$ cat src/rtl/fwd_pkg.sv
// Shared definitions for the SimpleRISC forwarding/hazard unit: register-address
// width helper, the hardwired-zero register number and the forward-source enum.
package fwd_pkg;

  localparam int REG_ZERO = 0;

  typedef enum logic [1:0] {
    FWD_RF = 2'd0,
    FWD_DM = 2'd1,
    FWD_WB = 2'd2
  } fwd_src_e;

  function automatic int rw_of(input int nreg);
    return (nreg > 1) ? $clog2(nreg) : 1;
  endfunction

endpackage

$ cat src/rtl/fwd_hazard_unit_if.sv
// Pipeline-side bundle of the forwarding/hazard unit: EX operands, DM/WB write-back
// info, ID hazard inputs, and the forwarded operands / stall controls coming back.
interface fwd_hazard_unit_if
  import fwd_pkg::*;
#(
  parameter int XLEN = 32,
  parameter int NREG = 32,
  parameter int NRP  = 2,
  parameter int PCW  = 16
);
  localparam int RW = rw_of(NREG);

  logic [NRP*RW-1:0]   rp_ex;
  logic [NRP*XLEN-1:0] op_ex;
  logic [NRP*XLEN-1:0] fwd_op;
  fwd_src_e [NRP-1:0]  fwd_src;
  logic [RW-1:0]       rd_dm;
  logic                dm_we;
  logic                dm_is_load;
  logic [XLEN-1:0]     result_dm;
  logic [RW-1:0]       rd_wb;
  logic                wb_we;
  logic [XLEN-1:0]     result_wb;
  logic [NRP*RW-1:0]   rp_id;
  logic [RW-1:0]       rd_id;
  logic                id_we;
  logic [RW-1:0]       rd_ex;
  logic                ex_we;
  logic                ex_is_load;
  logic                long_issue;
  logic                stall_id;
  logic                bubble_ex;
  logic [NREG-1:0]     busy_vec;
  logic [PCW-1:0]      stall_cnt;

  modport slave (
    input  rp_ex, op_ex, rd_dm, dm_we, dm_is_load, result_dm, rd_wb, wb_we, result_wb,
           rp_id, rd_id, id_we, rd_ex, ex_we, ex_is_load, long_issue,
    output fwd_op, fwd_src, stall_id, bubble_ex, busy_vec, stall_cnt
  );

  modport master (
    output rp_ex, op_ex, rd_dm, dm_we, dm_is_load, result_dm, rd_wb, wb_we, result_wb,
           rp_id, rd_id, id_we, rd_ex, ex_we, ex_is_load, long_issue,
    input  fwd_op, fwd_src, stall_id, bubble_ex, busy_vec, stall_cnt
  );

endinterface

$ cat src/rtl/fwd_mux.sv
// Single read-port operand bypass: DM result beats WB result beats regfile value.
// Loads in DM have no data yet, so they never forward from DM.
module fwd_mux
  import fwd_pkg::*;
#(
  parameter int XLEN = 32,
  parameter int RW   = 5
) (
  input  logic [RW-1:0]   rp,
  input  logic [XLEN-1:0] op_rf,
  input  logic [RW-1:0]   rd_dm,
  input  logic            dm_we,
  input  logic            dm_is_load,
  input  logic [XLEN-1:0] result_dm,
  input  logic [RW-1:0]   rd_wb,
  input  logic            wb_we,
  input  logic [XLEN-1:0] result_wb,
  output logic [XLEN-1:0] op,
  output fwd_src_e        src
);
  localparam logic [RW-1:0] R0 = RW'(REG_ZERO);

  always_comb begin
    // NOTE: defaults first so every path assigns op/src and no latch is inferred.
    op  = op_rf;
    src = FWD_RF;
    if (rp != R0 && rp == rd_dm && dm_we && !dm_is_load) begin
      op  = result_dm;
      src = FWD_DM;
    end else if (rp != R0 && rp == rd_wb && wb_we) begin
      op  = result_wb;
      src = FWD_WB;
    end
  end

endmodule

$ cat src/rtl/fwd_hazard_unit.sv
// Operand forwarding for NRP read ports plus load-use / long-op scoreboard stall
// generation and a saturating stalled-cycle counter.
module fwd_hazard_unit
  import fwd_pkg::*;
#(
  parameter int XLEN    = 32,
  parameter int NREG    = 32,
  parameter int NRP     = 2,
  parameter int MUL_LAT = 4,
  parameter int PCW     = 16
) (
  input logic              clk,
  input logic              rst_n,
  fwd_hazard_unit_if.slave bus
);
  localparam int RW = rw_of(NREG);
  localparam int CW = $clog2(MUL_LAT + 1);
  localparam logic [RW-1:0] R0  = RW'(REG_ZERO);
  localparam logic [CW-1:0] LAT = CW'(MUL_LAT);

  logic [CW-1:0]   cnt [NREG];
  logic [NREG-1:0] busy;
  logic [PCW-1:0]  stall_cnt_q;
  logic            load_use, sb_haz, waw, stall, accept;

  for (genvar g = 0; g < NRP; g++) begin : g_port
    fwd_mux #(.XLEN(XLEN), .RW(RW)) u_fwd_mux (
      .rp         (bus.rp_ex[g*RW +: RW]),
      .op_rf      (bus.op_ex[g*XLEN +: XLEN]),
      .rd_dm      (bus.rd_dm),
      .dm_we      (bus.dm_we),
      .dm_is_load (bus.dm_is_load),
      .result_dm  (bus.result_dm),
      .rd_wb      (bus.rd_wb),
      .wb_we      (bus.wb_we),
      .result_wb  (bus.result_wb),
      .op         (bus.fwd_op[g*XLEN +: XLEN]),
      .src        (bus.fwd_src[g])
    );
  end

  always_comb begin
    busy = '0;
    for (int r = 1; r < NREG; r++) busy[r] = (cnt[r] != '0);
  end

  always_comb begin
    load_use = 1'b0;
    sb_haz   = 1'b0;
    for (int j = 0; j < NRP; j++) begin
      if (bus.ex_we && bus.ex_is_load && bus.rd_ex != R0 && bus.rp_id[j*RW +: RW] == bus.rd_ex)
        load_use = 1'b1;
      if (bus.rp_id[j*RW +: RW] != R0 && busy[bus.rp_id[j*RW +: RW]])
        sb_haz = 1'b1;
    end
    waw    = bus.id_we && bus.rd_id != R0 && busy[bus.rd_id];
    stall  = load_use || sb_haz || waw;
    accept = bus.long_issue && !stall && bus.rd_id != R0;
  end

  // Counters are cleared by reset so that pending long ops vanish the instant rst_n drops.
  always_ff @(posedge clk or negedge rst_n) begin
    if (!rst_n) begin
      for (int r = 0; r < NREG; r++) cnt[r] <= '0;
    end else begin
      cnt[0] <= '0;
      for (int r = 1; r < NREG; r++) begin
        // NOTE: non-blocking so every counter updates from the pre-edge state.
        if (accept && bus.rd_id == RW'(r)) cnt[r] <= LAT;
        else if (cnt[r] != '0)              cnt[r] <= cnt[r] - CW'(1);
      end
    end
  end

  always_ff @(posedge clk or negedge rst_n) begin
    if (!rst_n)                        stall_cnt_q <= '0;
    else if (stall && stall_cnt_q != '1) stall_cnt_q <= stall_cnt_q + PCW'(1);
  end

  assign bus.stall_id  = stall;
  assign bus.bubble_ex = stall;
  assign bus.busy_vec  = busy;
  assign bus.stall_cnt = stall_cnt_q;

endmodule
$ cat src/flat_wrapper.sv
// flat-port wrapper written by rule: the top's interface ports become plain ports
module fwd_hazard_unit_flat import fwd_pkg::*;
#(
  parameter int XLEN    = 32,
  parameter int NREG    = 32,
  parameter int NRP     = 2,
  parameter int MUL_LAT = 4,
  parameter int PCW     = 16
)
  (clk, rst_n, bus_rp_ex, bus_op_ex, bus_rd_dm, bus_dm_we, bus_dm_is_load, bus_result_dm, bus_rd_wb, bus_wb_we, bus_result_wb, bus_rp_id, bus_rd_id, bus_id_we, bus_rd_ex, bus_ex_we, bus_ex_is_load, bus_long_issue, bus_fwd_op, bus_fwd_src, bus_stall_id, bus_bubble_ex, bus_busy_vec, bus_stall_cnt);
  fwd_hazard_unit_if #(.XLEN(XLEN), .NREG(NREG), .NRP(NRP), .PCW(PCW)) bus_i ();
  input logic clk;
  input logic rst_n;
  input wire logic [$bits(bus_i.rp_ex)-1:0] bus_rp_ex;
  input wire logic [$bits(bus_i.op_ex)-1:0] bus_op_ex;
  input wire logic [$bits(bus_i.rd_dm)-1:0] bus_rd_dm;
  input wire logic [$bits(bus_i.dm_we)-1:0] bus_dm_we;
  input wire logic [$bits(bus_i.dm_is_load)-1:0] bus_dm_is_load;
  input wire logic [$bits(bus_i.result_dm)-1:0] bus_result_dm;
  input wire logic [$bits(bus_i.rd_wb)-1:0] bus_rd_wb;
  input wire logic [$bits(bus_i.wb_we)-1:0] bus_wb_we;
  input wire logic [$bits(bus_i.result_wb)-1:0] bus_result_wb;
  input wire logic [$bits(bus_i.rp_id)-1:0] bus_rp_id;
  input wire logic [$bits(bus_i.rd_id)-1:0] bus_rd_id;
  input wire logic [$bits(bus_i.id_we)-1:0] bus_id_we;
  input wire logic [$bits(bus_i.rd_ex)-1:0] bus_rd_ex;
  input wire logic [$bits(bus_i.ex_we)-1:0] bus_ex_we;
  input wire logic [$bits(bus_i.ex_is_load)-1:0] bus_ex_is_load;
  input wire logic [$bits(bus_i.long_issue)-1:0] bus_long_issue;
  output wire logic [$bits(bus_i.fwd_op)-1:0] bus_fwd_op;
  output wire logic [$bits(bus_i.fwd_src)-1:0] bus_fwd_src;
  output wire logic [$bits(bus_i.stall_id)-1:0] bus_stall_id;
  output wire logic [$bits(bus_i.bubble_ex)-1:0] bus_bubble_ex;
  output wire logic [$bits(bus_i.busy_vec)-1:0] bus_busy_vec;
  output wire logic [$bits(bus_i.stall_cnt)-1:0] bus_stall_cnt;
  assign bus_i.rp_ex = bus_rp_ex;
  assign bus_i.op_ex = bus_op_ex;
  assign bus_i.rd_dm = bus_rd_dm;
  assign bus_i.dm_we = bus_dm_we;
  assign bus_i.dm_is_load = bus_dm_is_load;
  assign bus_i.result_dm = bus_result_dm;
  assign bus_i.rd_wb = bus_rd_wb;
  assign bus_i.wb_we = bus_wb_we;
  assign bus_i.result_wb = bus_result_wb;
  assign bus_i.rp_id = bus_rp_id;
  assign bus_i.rd_id = bus_rd_id;
  assign bus_i.id_we = bus_id_we;
  assign bus_i.rd_ex = bus_rd_ex;
  assign bus_i.ex_we = bus_ex_we;
  assign bus_i.ex_is_load = bus_ex_is_load;
  assign bus_i.long_issue = bus_long_issue;
  assign bus_fwd_op = bus_i.fwd_op;
  assign bus_fwd_src = bus_i.fwd_src;
  assign bus_stall_id = bus_i.stall_id;
  assign bus_bubble_ex = bus_i.bubble_ex;
  assign bus_busy_vec = bus_i.busy_vec;
  assign bus_stall_cnt = bus_i.stall_cnt;
  fwd_hazard_unit #(.XLEN(XLEN), .NREG(NREG), .NRP(NRP), .MUL_LAT(MUL_LAT), .PCW(PCW)) u_core (.clk(clk), .rst_n(rst_n), .bus(bus_i));
endmodule
$ cat config.mk
export PLATFORM = sky130hd
export DESIGN_NAME = fwd_hazard_unit_flat
export DESIGN_NICKNAME = d
export VERILOG_FILES = /design/src/rtl/fwd_pkg.sv /design/src/rtl/fwd_hazard_unit_if.sv /design/src/rtl/fwd_mux.sv /design/src/rtl/fwd_hazard_unit.sv /design/src/flat_wrapper.sv
export SDC_FILE = /design/constraint.sdc
export NUM_CORES = 1
export LEC_CHECK = 0
export ABC_AREA = 1
export CAP_MARGIN = 20
export CORE_MARGIN = 2
export CORE_UTILIZATION = 50
export DETAILED_ROUTE_END_ITERATION = 7
export PLACE_DENSITY = 0.83
export SLEW_MARGIN = 20
export SYNTH_ARGS = -nofsm -noshare
export SYNTH_HDL_FRONTEND = slang
export SYNTH_SLANG_ARGS = --single-unit
$ cat constraint.sdc
create_clock -name clk -period 5.8 [get_ports clk]
set_clock_uncertainty 0.15 [all_clocks]
set_input_delay 0.58 -clock clk [delete_from_list [all_inputs] [get_ports clk]]
set_output_delay 0.58 -clock clk [all_outputs]
set_load 0.01 [all_outputs]
==> impl_results.md, run 1 <==
* Area delta synth->final at 35.91%
* Final Wtd Congestion at 1.014
* Core Box Area at 0.01852 mm2
* CP Launch Point: bus_rp_id[5]
* Cell Area, Placed at 0.01244 mm2
* Largest net degree at the start of global routing at 66
* Cell area after synthesis at 0.009363 mm2
* Sequential fraction of the synthesis area at 29.13%
* Fraction of layout cells with a size suffix above 1 at 2.724%
* Peak supply drop at 332.4 uV
* First-pass GRT wire length at 47470 um
* Overall Global Routing Usage at 29.60%
* Syn Inst Count at 1421
* Final slew viol count at 0
* Post-CTS Hold Buffers at 0
* DRT Pass-1 Iters at 6
* CTS tree: yes
* Per-cell routed wire length at 15.46 um
* Crit Path Class: input pin to output port
* Power per Cell Area at 371.8 mW/mm2
* Post-synth EDFFs at 0
* Post-route clock period utilization at 73.41%
* Final Hold Viols at 0
* H-tree levels at 3
* Post-CTS Setup Bufs at 0
* Setup crit end kind: output port
* Most frequent cells in the layout: nand2_1 (368), clkdlybuf4s50_1 (292), inv_1 (270)
* Worst Path Required at 5070 ps
* Worst r2r src: u_core.cnt[21]$_DFFE_PN0P_
* Relative slew slack at 32.11%
* Crit path time final at 4258 ps
* Initial antenna violation count at 1
* Worst hold path type: input pin to async pin
* Dpl cells at 1908
* Via count at 10030
* Final Power at 4.732 mW
* Ys async rst share at 100.0%
* Avg Synthesized Cell Area at 6.589 um2
* Synthesized flop and latch total at 109
* DP Wirelength at 23730 um
* Initial DRC Count at 711
* Prevailing post-synth register cell: dfrtp_1
* CTS Buffer Depth at 2
* Vias in the first global route at 9257
* Number of buffers created by CTS at 9
* Die width at 140.8 um
* Drt total wl at 29740 um
* Slew @ Worst Pin at 1017 ps
* Post-CTS Resized at 0
* Finished Layout Cells at 1924
* Status: finished, final reports clean
* Sink Count at 109
* Final setup fails at 0
* Clock Latency Late Sink at 360 ps
* Root Buffer Master: clkbuf_16
* Number of routed nets with antenna violations at 0
* Setup TNS at 0 ps
* Max Clock Freq at 0.2349 GHz
* Synthesized net count at 1661
* Crit path max fanout at 32
* Final net count at 1925
* Arrival @ worst endpoint at 3530 ps
* Max_cap viols at 0
* Chip Height at 140.8 um
* Initial Util at 50.56%
* Io pins at 295
* Port bufs at 293
* Worst hold margin at 55.66 ps
* Yosys warns at 0
* Reg clk slew, reported paths at 80 ps
* Design area at 0.01272 mm2
* Most common cell after layout, fill and taps aside: nand2_1
* DRC viols at 0
* GR Overflow Total at 0
* FP Rows at 50
* RSZ-0062 raised after global routing: false
* Number of vias per cell at 5.210
* Total die area at 0.01984 mm2
* Critical Path Source Type: input pin
* Unique masters post-synth at 34
* P_leak at 6.488 nW
## worst max-delay path: stages
cell,delay (ps)
clkdlybuf4s50_1,670
nor2_1,340
inv_2,90
nor2_1,110
nor2_1,50
nand2_1,50
nand2_1,40
nand2_1,70
inv_2,30
nand2_1,50
nand3_1,110
nor2_4,100
buf_4,300
nand2_2,310
clkdlybuf4s50_1,580
## power breakdown
part / total (mW) / internal, mW / switching, mW
clock network: 0.599 / 0.307 / 0.292
logic: 2.74 / 1.18 / 1.56
registers: 1.39 / 1.15 / 0.239
total: 4.73 / 2.64 / 2.09
## through the flow
stage	utilization, %	setup slack [ps]
detailed placement	67.17	1622
CTS	68.70	1577
floorplan	-	3086
global route	68.72	1321
global placement	67.17	1647
finish	68.72	1542
## layout make-up
type / instances / area (um2)
repair buffers: 300 / 2983
clock buffers: 10 / 239.0
flip-flops and latches: 109 / 2728
diodes: 1 / 2.502
multi-input cells: 981 / 5369
fillers: 1638 / 5793
clock inverters: 5 / 45.04
well taps: 234 / 292.8
inverters: 284 / 1066
## flip-flops by register name (all words and copies together) (netlist names)
register and cells:
u_core.bus.stall_cnt 16, u_core.cnt 93
## cells in the mapped netlist, types with 2 or more instances
cell         n  area, um2
a21oi_1     32      160.2
nand3b_1     2      15.01
xnor2_1     20      175.2
nand2_1    370       1389
ha_1        63      788.3
nor4_1       5      31.28
nand2_2      3      18.77
inv_1      270       1013
o21ai_0     87      435.4
inv_2       13      48.80
a2111oi_0    2      17.52
nand3_1     56      280.3
o21ai_1     18      90.09
buf_1        8      30.03
xor2_1      71      621.9
o211ai_1    68      510.5
nor2_1     129      484.2
nand4_1     36      225.2
a211oi_1     2      15.01
dfrtp_1    109       2728
buf_4        2      15.01
nor3_1       9      45.04
buf_2       11      55.05
clkbuf_1    25      93.84
## routing by layer
layer  track usage (%)  up-vias  routed length [um]
met1             38.99     4589               12400
li1                  -     4977                   -
met4             8.421        0                 760
met2             50.40      410               14210
met5                 0        -                   0
met3             4.925       49                2374
## cells by family after synthesis
kind of cell / share of synthesized area (%)
flops: 29.13
fa+ha+maj: 8.419
xor+xnor: 8.513
compound gates: 13.27
simple gates: 27.05
other cells: 0.04005
buf+inv: 13.58
## final timing paths
path	endpoint	slack, ps	cells after the start
max in group asynchronous	u_core.cnt[39]$_DFFE_PN0P_	4200	2
min in group clk	u_core.bus.stall_cnt[5]$_DFFE_PN0P_	370	2
setup reg to reg	u_core.bus.stall_cnt[2]$_DFFE_PN0P_	2570	15
hold reg to reg	u_core.bus.stall_cnt[5]$_DFFE_PN0P_	370	2
setup / recovery	bus_stall_id	1540	15
hold / removal	u_core.cnt[18]$_DFFE_PN0P_	60	1
(Power assumes the default switching activity.)
==> run 2, diff against run 1 <==
--- a/config.mk
+++ b/config.mk
@@ -8,9 +8,9 @@
 export ABC_AREA = 1
 export CAP_MARGIN = 20
 export CORE_MARGIN = 2
-export CORE_UTILIZATION = 50
+export CORE_UTILIZATION = 43
 export DETAILED_ROUTE_END_ITERATION = 7
-export PLACE_DENSITY = 0.83
+export PLACE_DENSITY = 0.76
 export SLEW_MARGIN = 20
 export SYNTH_ARGS = -nofsm -noshare
 export SYNTH_HDL_FRONTEND = slang
==> constraint.sdc (replaced) <==
create_clock -name clk -period 3.75 [get_ports clk]
set_clock_uncertainty 0.15 [all_clocks]
set_input_delay 0.375 -clock clk [delete_from_list [all_inputs] [get_ports clk]]
set_output_delay 0.375 -clock clk [all_outputs]
set_load 0.01 [all_outputs]
==> run 2 against run 1 <==
Effect of this change: cell count is 2.8% higher; register-to-register slack worse by 1600 ps; hold slack better by 310 ps; total power is 55% higher; setup slack worse by 1200 ps; non-clock buffer count is 8 higher; clock-buffer cell count stayed put; utilization is 8.0 points lower; highest routed layer unchanged.
==> impl_results.md, run 2 (same netlist as run 1, synthesis figures left out) <==
* Status: finished, final reports clean
* Post-CTS Setup Bufs at 0 (unchanged)
* Vias in the first global route at 9027 (-2.5%)
* Crit path time final at 3445 ps
* R2R cell count at 14 (-1)
* WHS Path Cells at 2
* Per-cell routed wire length at 15.91 um (+2.9%)
* Most common cell after layout, fill and taps aside: nand2_1
* Critical Path Source Type: input pin
* CTS Buffer Depth at 2 (unchanged)
* H-tree levels at 3 (unchanged)
* Final net count at 1933 (+0.42%)
* RSZ-0062 raised after global routing: false
* Worst r2r src: u_core.cnt[84]$_DFFE_PN0P_
* GR Overflow Total at 0 (unchanged)
* Setup crit end kind: output port
* Max Clock Freq at 0.2903 GHz
* Hold Path Origin: u_core.bus.stall_cnt[5]$_DFFE_PN0P_
* Slew @ Worst Pin at 828.3 ps (-188.6 ps)
* P_leak at 6.543 nW (+0.83%)
* Peak supply drop at 410.2 uV (+23%)
* DRC viols at 0 (unchanged)
* Via count at 10020 (-0.050%)
* DP Wirelength at 24880 um (+4.9%)
* Reg clk slew, reported paths at 80 ps (about the same)
* Number of buffers created by CTS at 9 (unchanged)
* Initial antenna violation count at 4 (+3)
* Most frequent cells in the layout: nand2_1 (368), clkdlybuf4s50_1 (292), inv_1 (270)
* Max reg flops at 93 (unchanged)
* Fraction of layout cells with a size suffix above 1 at 3.121% (+0.40 points)
* Sink Count at 109 (unchanged)
* Io pins at 295 (unchanged)
* Worst Path Required at 3220 ps (-1850 ps)
* CTS tree: yes
* Max_cap viols at 0 (unchanged)
* Worst r2r dst: u_core.cnt[37]$_DFFE_PN0P_
* Multi-input gate area at 0.005369 mm2 (unchanged)
* DRT Pass-1 Iters at 5 (-1)
* Fill cells at 2002 (+22%)
* Crit path max fanout at 12 (-63%)
* Final Wtd Congestion at 0.9282 (-8.5%)
* Arrival @ worst endpoint at 2920 ps (-610 ps)
* Chip Height at 151.6 um (+7.6%)
* Final Power at 7.356 mW (+55%)
* Total die area at 0.02297 mm2 (+16%)
* Final Hold Viols at 0 (unchanged)
* Area delta synth->final at 37.59%
* Clock Latency Late Sink at 360 ps (about the same)
* Initial DRC Count at 748 (+5.2%)
* Largest net degree at the start of global routing at 66 (unchanged)
* Final setup fails at 0 (unchanged)
* First-pass GRT wire length at 47050 um (-0.87%)
* Port bufs at 293 (unchanged)
* Worst hold margin at 362.9 ps (+307.2 ps)
* Worst hold path type: flop to flop
* Number of routed nets with antenna violations at 0 (unchanged)
* Die width at 151.6 um (+7.6%)
* Post-route clock period utilization at 91.87%
* Drt total wl at 31460 um (+5.8%)
* Root Buffer Master: clkbuf_16
* Power per Cell Area at 571.0 mW/mm2 (+54%)
* FP Rows at 53 (+6.0%)
* Setup TNS at 0 ps (unchanged)
* Overall Global Routing Usage at 26.31% (-3.3 points)
* Internal reg-to-reg setup slack at 930 ps (-1640 ps)
* Final slew viol count at 0 (unchanged)
* Setup ws final at 304.7 ps (-1238 ps)
* Register area at 0.002728 mm2 (unchanged)
* Number of vias per cell at 5.068 (-2.7%)
* Dpl ws at 341.3 ps (-1281 ps)
* Most flops, register: u_core.cnt
* Relative slew slack at 44.72% (+13 points)
* Hold EP: u_core.bus.stall_cnt[5]$_DFFE_PN0P_
* Core Box Area at 0.02122 mm2 (+15%)
* Crit Path Class: input pin to output port
* Post-Route Utilization at 60.71% (-8.0 points)
* Initial Util at 44.12% (-6.4 points)
[run 2: changes by cell type in the layout (fill, tap and decap cells not counted), sizes merged]
cell	change
clkinvlp	-1
buf	+7
clkinv	-1
diode	+3
dlygate4sd3	+1
inv	+3
[run 2: cell type report]
class / count / share of cell area [%]
Sequential cell: 109 / 21.17
Clock inverter: 6 / 0.4176
Timing Repair Buffer: 308 / 23.93
Tap cell: 275 / 2.671
Clock buffer: 10 / 1.777
Antenna cell: 4 / 0.07770
Multi-Input combinational cell: 981 / 41.68
Inverter: 284 / 8.275
[run 2: worst max path at each step]
stage	startpoint	to	slack (ps)	cells past startpoint
3_3_place_gp	bus_rp_id[5]	bus_stall_id	330	12
4_1_cts	bus_rp_id[5]	bus_stall_id	330	12
2_1_floorplan	u_core.cnt[9]$_DFFE_PN0P_	bus_stall_id	1290	13
5_1_grt	bus_rp_id[5]	bus_bubble_ex	210	11
6_report	bus_rp_id[5]	bus_stall_id	300	12
3_5_place_dp	bus_rp_id[5]	bus_stall_id	340	12
[run 2: repair_timing]
item,in CTS,in global routing
hold endpoints to repair,51,0
gates resized for setup,0,0
hold buffers,1,0
[run 2: through the flow]
stage | instance area, um2 | instances
3_5_place_dp | 12580 | 1956
3_3_place_gp | 12580 | 1956
6_report | 12880 | 1977
2_1_floorplan | 9363 | 1421
4_1_cts | 12870 | 1973
5_1_grt | 12880 | 1976
[run 2: layer usage]
| metal | global-route usage [%] | share of wire [%] |
|---|---|---|
| met5 | 0 | 0 |
| met4 | 8.056 | 2.6 |
| met3 | 4.072 | 7.5 |
| met2 | 47.01 | 49 |
| met1 | 32.64 | 41 |
[run 2: worst max-delay path: stages]
cell,delay (ps)
clkdlybuf4s50_1,720
nor2_1,400
inv_2,100
nor2_1,100
nor2_1,50
a21boi_1,160
nor2_1,70
nand2_1,60
nand3_1,120
nor2_4,160
nand2_2,110
clkdlybuf4s50_1,500
[run 2: power breakdown]
group,switching (mW),total (mW),internal [mW],leakage (nW)
Clock,0.494,0.963,0.469,0.142
Combinational,2.39,4.25,1.85,5.08
Sequential,0.370,2.15,1.78,1.32
Total,3.26,7.36,4.10,6.54
